## src/rtl/ethpipe_pkg.sv

```systemverilog
// rtl/ethpipe_pkg.sv - shared Ethernet constants, CRC helpers and TX-slot FSM encoding
package ethpipe_pkg;

  localparam logic [7:0]  ETH_PREAMBLE = 8'h55;
  localparam logic [7:0]  ETH_SFD      = 8'hD5;
  localparam logic [31:0] CRC32_POLY   = 32'h04C11DB7;
  localparam logic [31:0] CRC32_INIT   = 32'hFFFFFFFF;
  localparam int          ETH_MIN_LEN  = 60;
  localparam int          ETH_MAX_LEN  = 1514;
  localparam int          LEN_W        = 11;

  typedef enum logic [3:0] {
    ST_IDLE    = 4'd0,
    ST_FETCH   = 4'd1,
    ST_CHECK   = 4'd2,
    ST_PRE     = 4'd3,
    ST_SFD     = 4'd4,
    ST_DATA    = 4'd5,
    ST_PAD     = 4'd6,
    ST_FCS     = 4'd7,
    ST_GAP     = 4'd8,
    ST_DONE    = 4'd9,
    ST_WAITCLR = 4'd10
  } tx_state_t;

  // Bit-reverse a 32-bit word; turns the normal polynomial into the LSB-first form.
  function automatic logic [31:0] reflect32(input logic [31:0] v);
    logic [31:0] r;
    r = '0;
    for (int i = 0; i < 32; i++) r[i] = v[31-i];
    return r;
  endfunction

endpackage

```

## src/rtl/slot_tx_gmii_if.sv

```systemverilog
// rtl/slot_tx_gmii_if.sv - slot handshake, RAM port-B and GMII TX signal bundle
interface slot_tx_gmii_if #(
  parameter int ADDR_W = 12
);
  logic              slot_tx_ready;
  logic              slot_tx_complete;
  logic              slot_tx_error;
  logic [ADDR_W-1:0] ram_address;
  logic              ram_rd_en;
  logic [15:0]       ram_q;
  logic [7:0]        gmii_txd;
  logic              gmii_tx_en;
  logic [31:0]       tx_frame_count;

  // master: the transmitter; slave: host status, slot RAM and PHY side
  modport master (
    input  slot_tx_ready, ram_q,
    output slot_tx_complete, slot_tx_error, ram_address, ram_rd_en,
           gmii_txd, gmii_tx_en, tx_frame_count
  );
  modport slave (
    output slot_tx_ready, ram_q,
    input  slot_tx_complete, slot_tx_error, ram_address, ram_rd_en,
           gmii_txd, gmii_tx_en, tx_frame_count
  );
endinterface

```

## src/rtl/crc32_d8.sv

```systemverilog
// rtl/crc32_d8.sv - combinational next-CRC-32 (reflected 802.3) for one data byte
module crc32_d8
  import ethpipe_pkg::*;
(
  input  logic [31:0] i_crc,
  input  logic [7:0]  i_data,
  output logic [31:0] o_crc
);

  localparam logic [31:0] POLY_R = reflect32(CRC32_POLY);

  logic [31:0] w_c;

  // Eight LSB-first shift steps of the reflected CRC register
  always_comb begin
    w_c = i_crc ^ {24'h0, i_data};
    for (int i = 0; i < 8; i++) begin
      w_c = w_c[0] ? ((w_c >> 1) ^ POLY_R) : (w_c >> 1);
    end
  end

  assign o_crc = w_c;

endmodule

```

## src/rtl/slot_tx_gmii.sv

```systemverilog
// rtl/slot_tx_gmii.sv - reads a frame from a TX slot RAM and sends it on GMII with preamble, pad and FCS
module slot_tx_gmii
  import ethpipe_pkg::*;
#(
  parameter int ADDR_W  = 12,
  parameter int MIN_LEN = ETH_MIN_LEN,
  parameter int MAX_LEN = ETH_MAX_LEN,
  parameter int IFG     = 12
) (
  input logic            sys_clk,
  input logic            sys_rst,
  slot_tx_gmii_if.master bus
);

  localparam logic [LEN_W-1:0] MIN_LEN_W = LEN_W'(MIN_LEN);
  localparam logic [LEN_W-1:0] MIN_LAST  = LEN_W'(MIN_LEN - 1);
  localparam logic [LEN_W-1:0] MAX_LEN_W = LEN_W'(MAX_LEN);
  localparam logic [LEN_W-1:0] IFG_LAST  = LEN_W'(IFG - 1);

  tx_state_t         r_state;
  tx_state_t         w_next;
  logic [LEN_W-1:0]  r_cnt;
  logic [LEN_W-1:0]  r_len;
  logic [ADDR_W-1:0] r_addr;
  logic [15:0]       r_word;
  logic              r_rd_d;
  logic [31:0]       r_crc;
  logic [31:0]       r_count;

  logic [LEN_W-1:0]  w_len;
  logic              w_len_bad;
  logic              w_last_data;
  logic [31:0]       w_fcs;
  logic [31:0]       w_crc_next;
  logic [7:0]        w_txd;
  logic              w_tx_en;
  logic              w_rd_en;
  logic [ADDR_W-1:0] w_addr;
  logic              w_complete;
  logic              w_error;

  assign w_len       = bus.ram_q[LEN_W-1:0];
  assign w_len_bad   = (w_len == '0) || (w_len > MAX_LEN_W);
  assign w_last_data = (r_cnt == r_len - LEN_W'(1));
  assign w_fcs       = ~r_crc;

  crc32_d8 u_crc (
    .i_crc  (r_crc),
    .i_data (w_txd),
    .o_crc  (w_crc_next)
  );

  // State register; async reset drops tx_en immediately since outputs decode from state
  always_ff @(posedge sys_clk or posedge sys_rst) begin
    if (sys_rst) r_state <= ST_IDLE;
    else         r_state <= w_next;
  end

  // Next state and per-state outputs; address only leaves 0 while a read is issued
  always_comb begin
    w_next     = r_state;
    w_txd      = 8'h00;
    w_tx_en    = 1'b0;
    w_rd_en    = 1'b0;
    w_addr     = '0;
    w_complete = 1'b0;
    w_error    = 1'b0;
    case (r_state)
      ST_IDLE: begin
        if (bus.slot_tx_ready) w_next = ST_FETCH;
      end
      ST_FETCH: begin
        w_rd_en = 1'b1;
        w_next  = ST_CHECK;
      end
      ST_CHECK: begin
        if (w_len_bad) begin
          w_complete = 1'b1;
          w_error    = 1'b1;
          w_next     = ST_WAITCLR;
        end else begin
          w_rd_en = 1'b1;
          w_addr  = ADDR_W'(1);
          w_next  = ST_PRE;
        end
      end
      ST_PRE: begin
        w_tx_en = 1'b1;
        w_txd   = ETH_PREAMBLE;
        if (r_cnt == LEN_W'(6)) w_next = ST_SFD;
      end
      ST_SFD: begin
        w_tx_en = 1'b1;
        w_txd   = ETH_SFD;
        w_next  = ST_DATA;
      end
      ST_DATA: begin
        w_tx_en = 1'b1;
        w_txd   = r_cnt[0] ? r_word[7:0] : r_word[15:8];
        // On a high byte, fetch the word after the current one if the frame still needs it
        if (!r_cnt[0] && (r_cnt + LEN_W'(2) < r_len)) begin
          w_rd_en = 1'b1;
          w_addr  = r_addr;
        end
        if (w_last_data) w_next = (r_len < MIN_LEN_W) ? ST_PAD : ST_FCS;
      end
      ST_PAD: begin
        w_tx_en = 1'b1;
        if (r_cnt == MIN_LAST) w_next = ST_FCS;
      end
      ST_FCS: begin
        w_tx_en = 1'b1;
        case (r_cnt[1:0])
          2'd0:    w_txd = w_fcs[7:0];
          2'd1:    w_txd = w_fcs[15:8];
          2'd2:    w_txd = w_fcs[23:16];
          default: w_txd = w_fcs[31:24];
        endcase
        if (r_cnt[1:0] == 2'd3) w_next = ST_GAP;
      end
      ST_GAP: begin
        if (r_cnt == IFG_LAST) w_next = ST_DONE;
      end
      ST_DONE: begin
        w_complete = 1'b1;
        w_next     = ST_WAITCLR;
      end
      ST_WAITCLR: begin
        if (!bus.slot_tx_ready) w_next = ST_IDLE;
      end
      default: w_next = ST_IDLE;
    endcase
  end

  // Phase counter, length latch, word prefetch, running CRC and frame counter
  always_ff @(posedge sys_clk or posedge sys_rst) begin
    if (sys_rst) begin
      r_cnt   <= '0;
      r_len   <= '0;
      r_addr  <= '0;
      r_word  <= '0;
      r_rd_d  <= 1'b0;
      r_crc   <= CRC32_INIT;
      r_count <= '0;
    end else begin
      // The byte counter runs on from DATA into PAD so PAD ends at MIN_LEN bytes total
      if ((w_next != r_state) && !(r_state == ST_DATA && w_next == ST_PAD)) r_cnt <= '0;
      else                                                                  r_cnt <= r_cnt + LEN_W'(1);
      r_rd_d <= w_rd_en;
      if (r_rd_d) r_word <= bus.ram_q;
      if (r_state == ST_CHECK) begin
        r_len  <= w_len;
        r_addr <= ADDR_W'(2);
        r_crc  <= CRC32_INIT;
      end
      if (r_state == ST_DATA && w_rd_en) r_addr <= r_addr + ADDR_W'(1);
      if (r_state == ST_DATA || r_state == ST_PAD) r_crc <= w_crc_next;
      if (r_state == ST_DONE) r_count <= r_count + 32'd1;
    end
  end

  assign bus.gmii_txd         = w_txd;
  assign bus.gmii_tx_en       = w_tx_en;
  assign bus.ram_rd_en        = w_rd_en;
  assign bus.ram_address      = w_addr;
  assign bus.slot_tx_complete = w_complete;
  assign bus.slot_tx_error    = w_error;
  assign bus.tx_frame_count   = r_count;

endmodule

```

## src/flat_wrapper.sv

```systemverilog
// flat-port wrapper written by rule: the top's interface ports become plain ports
module slot_tx_gmii_flat import ethpipe_pkg::*;
#(
  parameter int ADDR_W  = 12,
  parameter int MIN_LEN = ETH_MIN_LEN,
  parameter int MAX_LEN = ETH_MAX_LEN,
  parameter int IFG     = 12
)
  (sys_clk, sys_rst, bus_slot_tx_ready, bus_ram_q, bus_slot_tx_complete, bus_slot_tx_error, bus_ram_address, bus_ram_rd_en, bus_gmii_txd, bus_gmii_tx_en, bus_tx_frame_count);
  slot_tx_gmii_if #(.ADDR_W(ADDR_W)) bus_i ();
  input logic sys_clk;
  input logic sys_rst;
  input wire logic [$bits(bus_i.slot_tx_ready)-1:0] bus_slot_tx_ready;
  input wire logic [$bits(bus_i.ram_q)-1:0] bus_ram_q;
  output wire logic [$bits(bus_i.slot_tx_complete)-1:0] bus_slot_tx_complete;
  output wire logic [$bits(bus_i.slot_tx_error)-1:0] bus_slot_tx_error;
  output wire logic [$bits(bus_i.ram_address)-1:0] bus_ram_address;
  output wire logic [$bits(bus_i.ram_rd_en)-1:0] bus_ram_rd_en;
  output wire logic [$bits(bus_i.gmii_txd)-1:0] bus_gmii_txd;
  output wire logic [$bits(bus_i.gmii_tx_en)-1:0] bus_gmii_tx_en;
  output wire logic [$bits(bus_i.tx_frame_count)-1:0] bus_tx_frame_count;
  assign bus_i.slot_tx_ready = bus_slot_tx_ready;
  assign bus_i.ram_q = bus_ram_q;
  assign bus_slot_tx_complete = bus_i.slot_tx_complete;
  assign bus_slot_tx_error = bus_i.slot_tx_error;
  assign bus_ram_address = bus_i.ram_address;
  assign bus_ram_rd_en = bus_i.ram_rd_en;
  assign bus_gmii_txd = bus_i.gmii_txd;
  assign bus_gmii_tx_en = bus_i.gmii_tx_en;
  assign bus_tx_frame_count = bus_i.tx_frame_count;
  slot_tx_gmii #(.ADDR_W(ADDR_W), .MIN_LEN(MIN_LEN), .MAX_LEN(MAX_LEN), .IFG(IFG)) u_core (.sys_clk(sys_clk), .sys_rst(sys_rst), .bus(bus_i));
endmodule
```

## config.mk

```make
export PLATFORM = sky130hd
export DESIGN_NAME = slot_tx_gmii_flat
export DESIGN_NICKNAME = d
export VERILOG_FILES = /design/src/rtl/ethpipe_pkg.sv /design/src/rtl/slot_tx_gmii_if.sv /design/src/rtl/crc32_d8.sv /design/src/rtl/slot_tx_gmii.sv /design/src/flat_wrapper.sv
export SDC_FILE = /design/constraint.sdc
export NUM_CORES = 1
export LEC_CHECK = 0
export ABC_CLOCK_PERIOD_IN_PS = 3600
export BUFFER_PORTS_ARGS = -buffer_cell sky130_fd_sc_hd__buf_4
export CORE_AREA = 2 2 123 125
export DETAILED_ROUTE_END_ITERATION = 10
export DIE_AREA = 0 0 125 127
export PLACE_DENSITY = 0.86
export SYNTH_ARGS = -nofsm -noshare
export SYNTH_HDL_FRONTEND = slang
export SYNTH_HIERARCHICAL = 1
export SYNTH_SLANG_ARGS = --single-unit
export TNS_END_PERCENT = 1
```

## constraint.sdc

```tcl
create_clock -name sys_clk -period 3.6 [get_ports sys_clk]
set_input_delay 0 -clock sys_clk [delete_from_list [all_inputs] [get_ports sys_clk]]
set_output_delay 0 -clock sys_clk [all_outputs]
set_load 0.05 [all_outputs]
```

==> summary.txt <==
STA
  • Number of max-slew violations in the final report: 0
  • Worst hold slack: 0.355 ns
  • Final setup fails: 0
  • Shortest clock period the worst path allows after layout: 3.44 ns
  • Least setup slack across all paths after layout: 0.157 ns
  • Final setup skew: 0.00755 ns
  • Final worst-path cycle share: 95.6%
  • Slew Limit Headroom: 34.2%
  • Fmax achieved: 290 MHz
  • Hold Vio Cnt, Final: 0
  • Worst Max-Slew Pin Slew: 0.987 ns

Drt
  • Remaining antenna violation count: 0
  • Number of iterations in the first detailed-routing pass: 5
  • First-iteration detailed-routing DRC count: 549
  • Mean routed wirelength per cell: 18.8 um
  • Vias per cell: 5.93
  • Number of design rule violations left after detail routing: 0
  • Routed via count: 6,052
  • Total wirelength of the detailed-routed design: 19.2 mm

Final layout
  • Number of nets at the end of the flow: 861
  • Area Growth Syn to Fin: 21.6%
  • Post-Layout Inst Area: 9360 um^2
  • Total inserted antenna cells: 0
  • Proportion of layout cells with a drive suffix above 1: 30.0%

Clocking
  • CTS buffer count: 17
  • TritonCTS Sinks: 119
  • Clock insertion delay at the later pin of the skew report: 0.42 ns
  • CTS tree: built
  • Maximum clock insertion buffer count: 2
  • Maximum level of the CTS H-tree: 4
  • Root cell of the clock tree: sky130_fd_sc_hd__clkbuf_16
  • Clock-pin slew on the worst setup and hold paths: 0.05 ns

Placed design
  • Number of buffers added on ports: 74
  • Placed cell areas: 8510 um^2
  • Dpl hpwl: 13.0 mm
  • Worst setup slack after placement: 0.235 ns
  • Final Wtd Congestion: 0.906

Worst setup path
  • CP Data Required Time: 3.60 ns
  • Kind of critical path: reg -> out
  • Maximum fanout along the worst path: 9
  • R2R depth: 9
  • Critical R2R Launch: u_core/r_cnt[0]$_DFF_PP0_
  • CP startpoint kind: register
  • CP Data Arrival Time: 3.44 ns
  • Capturing element type of the critical path: primary output
  • Critical register-to-register path endpoint: u_core/r_crc[25]$_DFFE_PP1P_
  • Worst R2R Setup Slack: 0.34 ns

Floorplan
  • Boundary pin count: 75
  • Std-Cell Rows: 44
  • X dimension of the die: 125 um
  • Initial cell density of the core: 53.3%
  • Area of the die: 15,900 um^2
  • Placeable Area: 14,400 um^2
  • Die span in y: 127 um

Synthesis
  • Number of cells produced by synthesis: 725
  • Top cell type by total area after synthesis: sky130_fd_sc_hd__dfrtp_1
  • Count of yosys warnings during synthesis: 6
  • Number of register bits inferred by synthesis: 119
  • Number of flops mapped to enable cells by yosys: 0
  • Area share of the largest cell type after synthesis: 28.3%
  • Net Count, Synth: 763
  • Mapped Avg Cell Area: 10.6 um^2
  • Most numerous cell types in the synthesized netlist: 87 x sky130_fd_sc_hd__dfrtp_1, 71 x sky130_fd_sc_hd__xnor2_1, 57 x sky130_fd_sc_hd__nand2_1
  • Most common cell in the synthesized netlist: sky130_fd_sc_hd__dfrtp_1
  • Share of synthesized area occupied by flip-flops and latches: 39.2%
  • Cell types with the largest area share after synthesis: sky130_fd_sc_hd__dfrtp_1 28%, sky130_fd_sc_hd__dfstp_2 11%, sky130_fd_sc_hd__xnor2_1 8.1%
  • Most used DFF post-synth: sky130_fd_sc_hd__dfrtp_1
  • Number of different library cells in the post-synthesis netlist: 73
  • Fraction of registers with async set/reset: 100%
  • Cell area after synthesis: 7690 um^2

Status
  • Result of the run: finished, final reports clean

Run
  • Number of maximum-capacitance violations: 0

GRT
  • Vias in the first global route: 5,988
  • Global-route wire length before repair: 31.0 mm
  • Final global-route overflow total: 0
  • Initial antenna violation count: 0
  • Overall fraction of global-route tracks in use: 24.5%
  • Pin count of the biggest net entering global routing: 80

Power
  • Final Total Pwr: 8.16 mW
  • Power density over the cells: 872 nW/um^2
  • Leakage power summed over all cells: 4.08 nW
  • Peak supply drop: 0.000851 V

Worst hold path
  • Path class of the lowest-slack min-delay path: in -> async
==> state kept, by name (all words and copies together), names as in the netlist <==
register / count
u_core/bus.tx_frame_count: 32
u_core/r_crc: 32
u_core/r_word: 16
u_core/r_addr: 12
u_core/r_cnt: 11
u_core/r_len: 11
u_core/r_state: 4
u_core/r_rd_d: 1
==> cell families (layout without fill, tap and decap cells) <==
kind of cell	count (synthesis)	count (layout)	synth area share [%]
AOI/OAI and AO/OA	124	124	12.5
xor gates and xnor gates	124	124	19.1
adders and majority gates	19	19	3.09
buffers and inverters	73	184	4.55
DFF	119	119	39.2
muxes	38	38	5.40
and+or+nand+nor	228	228	16.2
==> final cells by class <==
class	instances	area (um^2)
fill	1118	5070
timing repair buffer	118	931
sequential	119	3020
clock inverter	11	145
clock buffer	21	480
inverter	34	130
multi-input combinational	533	4420
tap	184	230
==> metrics by stage <==
step,util (%),std cells,TNS [ns]
after detailed placement,59.0,969,0
after global placement,59.0,969,0
after global routing,64.9,1020,-0.0262
after floorplan,-,725,-0.00794
final,64.9,1020,0
after CTS,64.6,1019,0
==> how the worst max path moves through the flow <==
stage	startpoint	end	cells past startpoint
3_5_place_dp	u_core/r_cnt[1]$_DFF_PP0_	u_core/r_addr[2]$_DFFE_PP0P_	11
6_report	u_core/r_cnt[1]$_DFF_PP0_	bus_ram_address[3]	12
2_1_floorplan	u_core/r_cnt[0]$_DFF_PP0_	u_core/r_crc[21]$_DFFE_PP1P_	12
4_1_cts	u_core/r_cnt[1]$_DFF_PP0_	bus_ram_address[3]	12
3_3_place_gp	u_core/r_cnt[1]$_DFF_PP0_	u_core/r_addr[5]$_DFFE_PP0P_	11
5_1_grt	u_core/r_cnt[1]$_DFF_PP0_	bus_ram_address[0]	12
==> layout by cell type (no fill, tap or decap), drive strengths merged, types with 9 or more instances in the layout <==
cell and n:
and3 9, and4 9, buf 100, clkbuf 21, dfrtp 87, dfstp 32
dlygate4sd3 18, ha 19, inv 35, mux2 28, mux2i 10, nand2 59
nand3 40, nand4 18, nor2 40, nor2b 11, nor3 11, o21ai 30
o22a 34, o22ai 11, xnor2 79, xnor3 10, xor2 28
==> power breakdown <==
group	switching [mW]	total (mW)	internal (mW)	leakage (nW)
combinational	2.17	4.28	2.11	2.31
clock	0.625	1.79	1.16	0.301
sequential	0.382	2.09	1.71	1.47
total	3.18	8.16	4.97	4.08
==> worst max-delay path: stages (launching register included) <==
cell                        delay, ns
sky130_fd_sc_hd__dfrtp_2         0.40
sky130_fd_sc_hd__ha_1            0.21
sky130_fd_sc_hd__and3_4          0.22
sky130_fd_sc_hd__and3_4          0.21
sky130_fd_sc_hd__nand3_1         0.12
sky130_fd_sc_hd__xnor2_2         0.16
sky130_fd_sc_hd__ha_1            0.31
sky130_fd_sc_hd__and4_1          0.20
sky130_fd_sc_hd__a2111oi_4       0.37
sky130_fd_sc_hd__o21a_1          0.24
sky130_fd_sc_hd__buf_4           0.19
sky130_fd_sc_hd__and3_1          0.19
sky130_fd_sc_hd__buf_4           0.20
==> what timing repair did <==
| action | CTS | global route |
|---|---|---|
| resized for setup | 3 | 7 |
| setup endpoints to repair | 11 | 14 |
| buffers inserted | 0 | 1 |
| hold endpoints to repair | 73 | 0 |
| hold buffers | 18 | 0 |
| pin swaps | 0 | 0 |
==> layer usage <==
metal	vias to the layer above	GRT usage (%)	wire length (um)
met3	41	5.32	1180
met2	218	39.0	9150
met1	3010	32.6	8400
met5	-	0	0
met4	0	10.5	427
li1	2783	-	-
No activity file was read; power rests on OpenSTA's default activity.
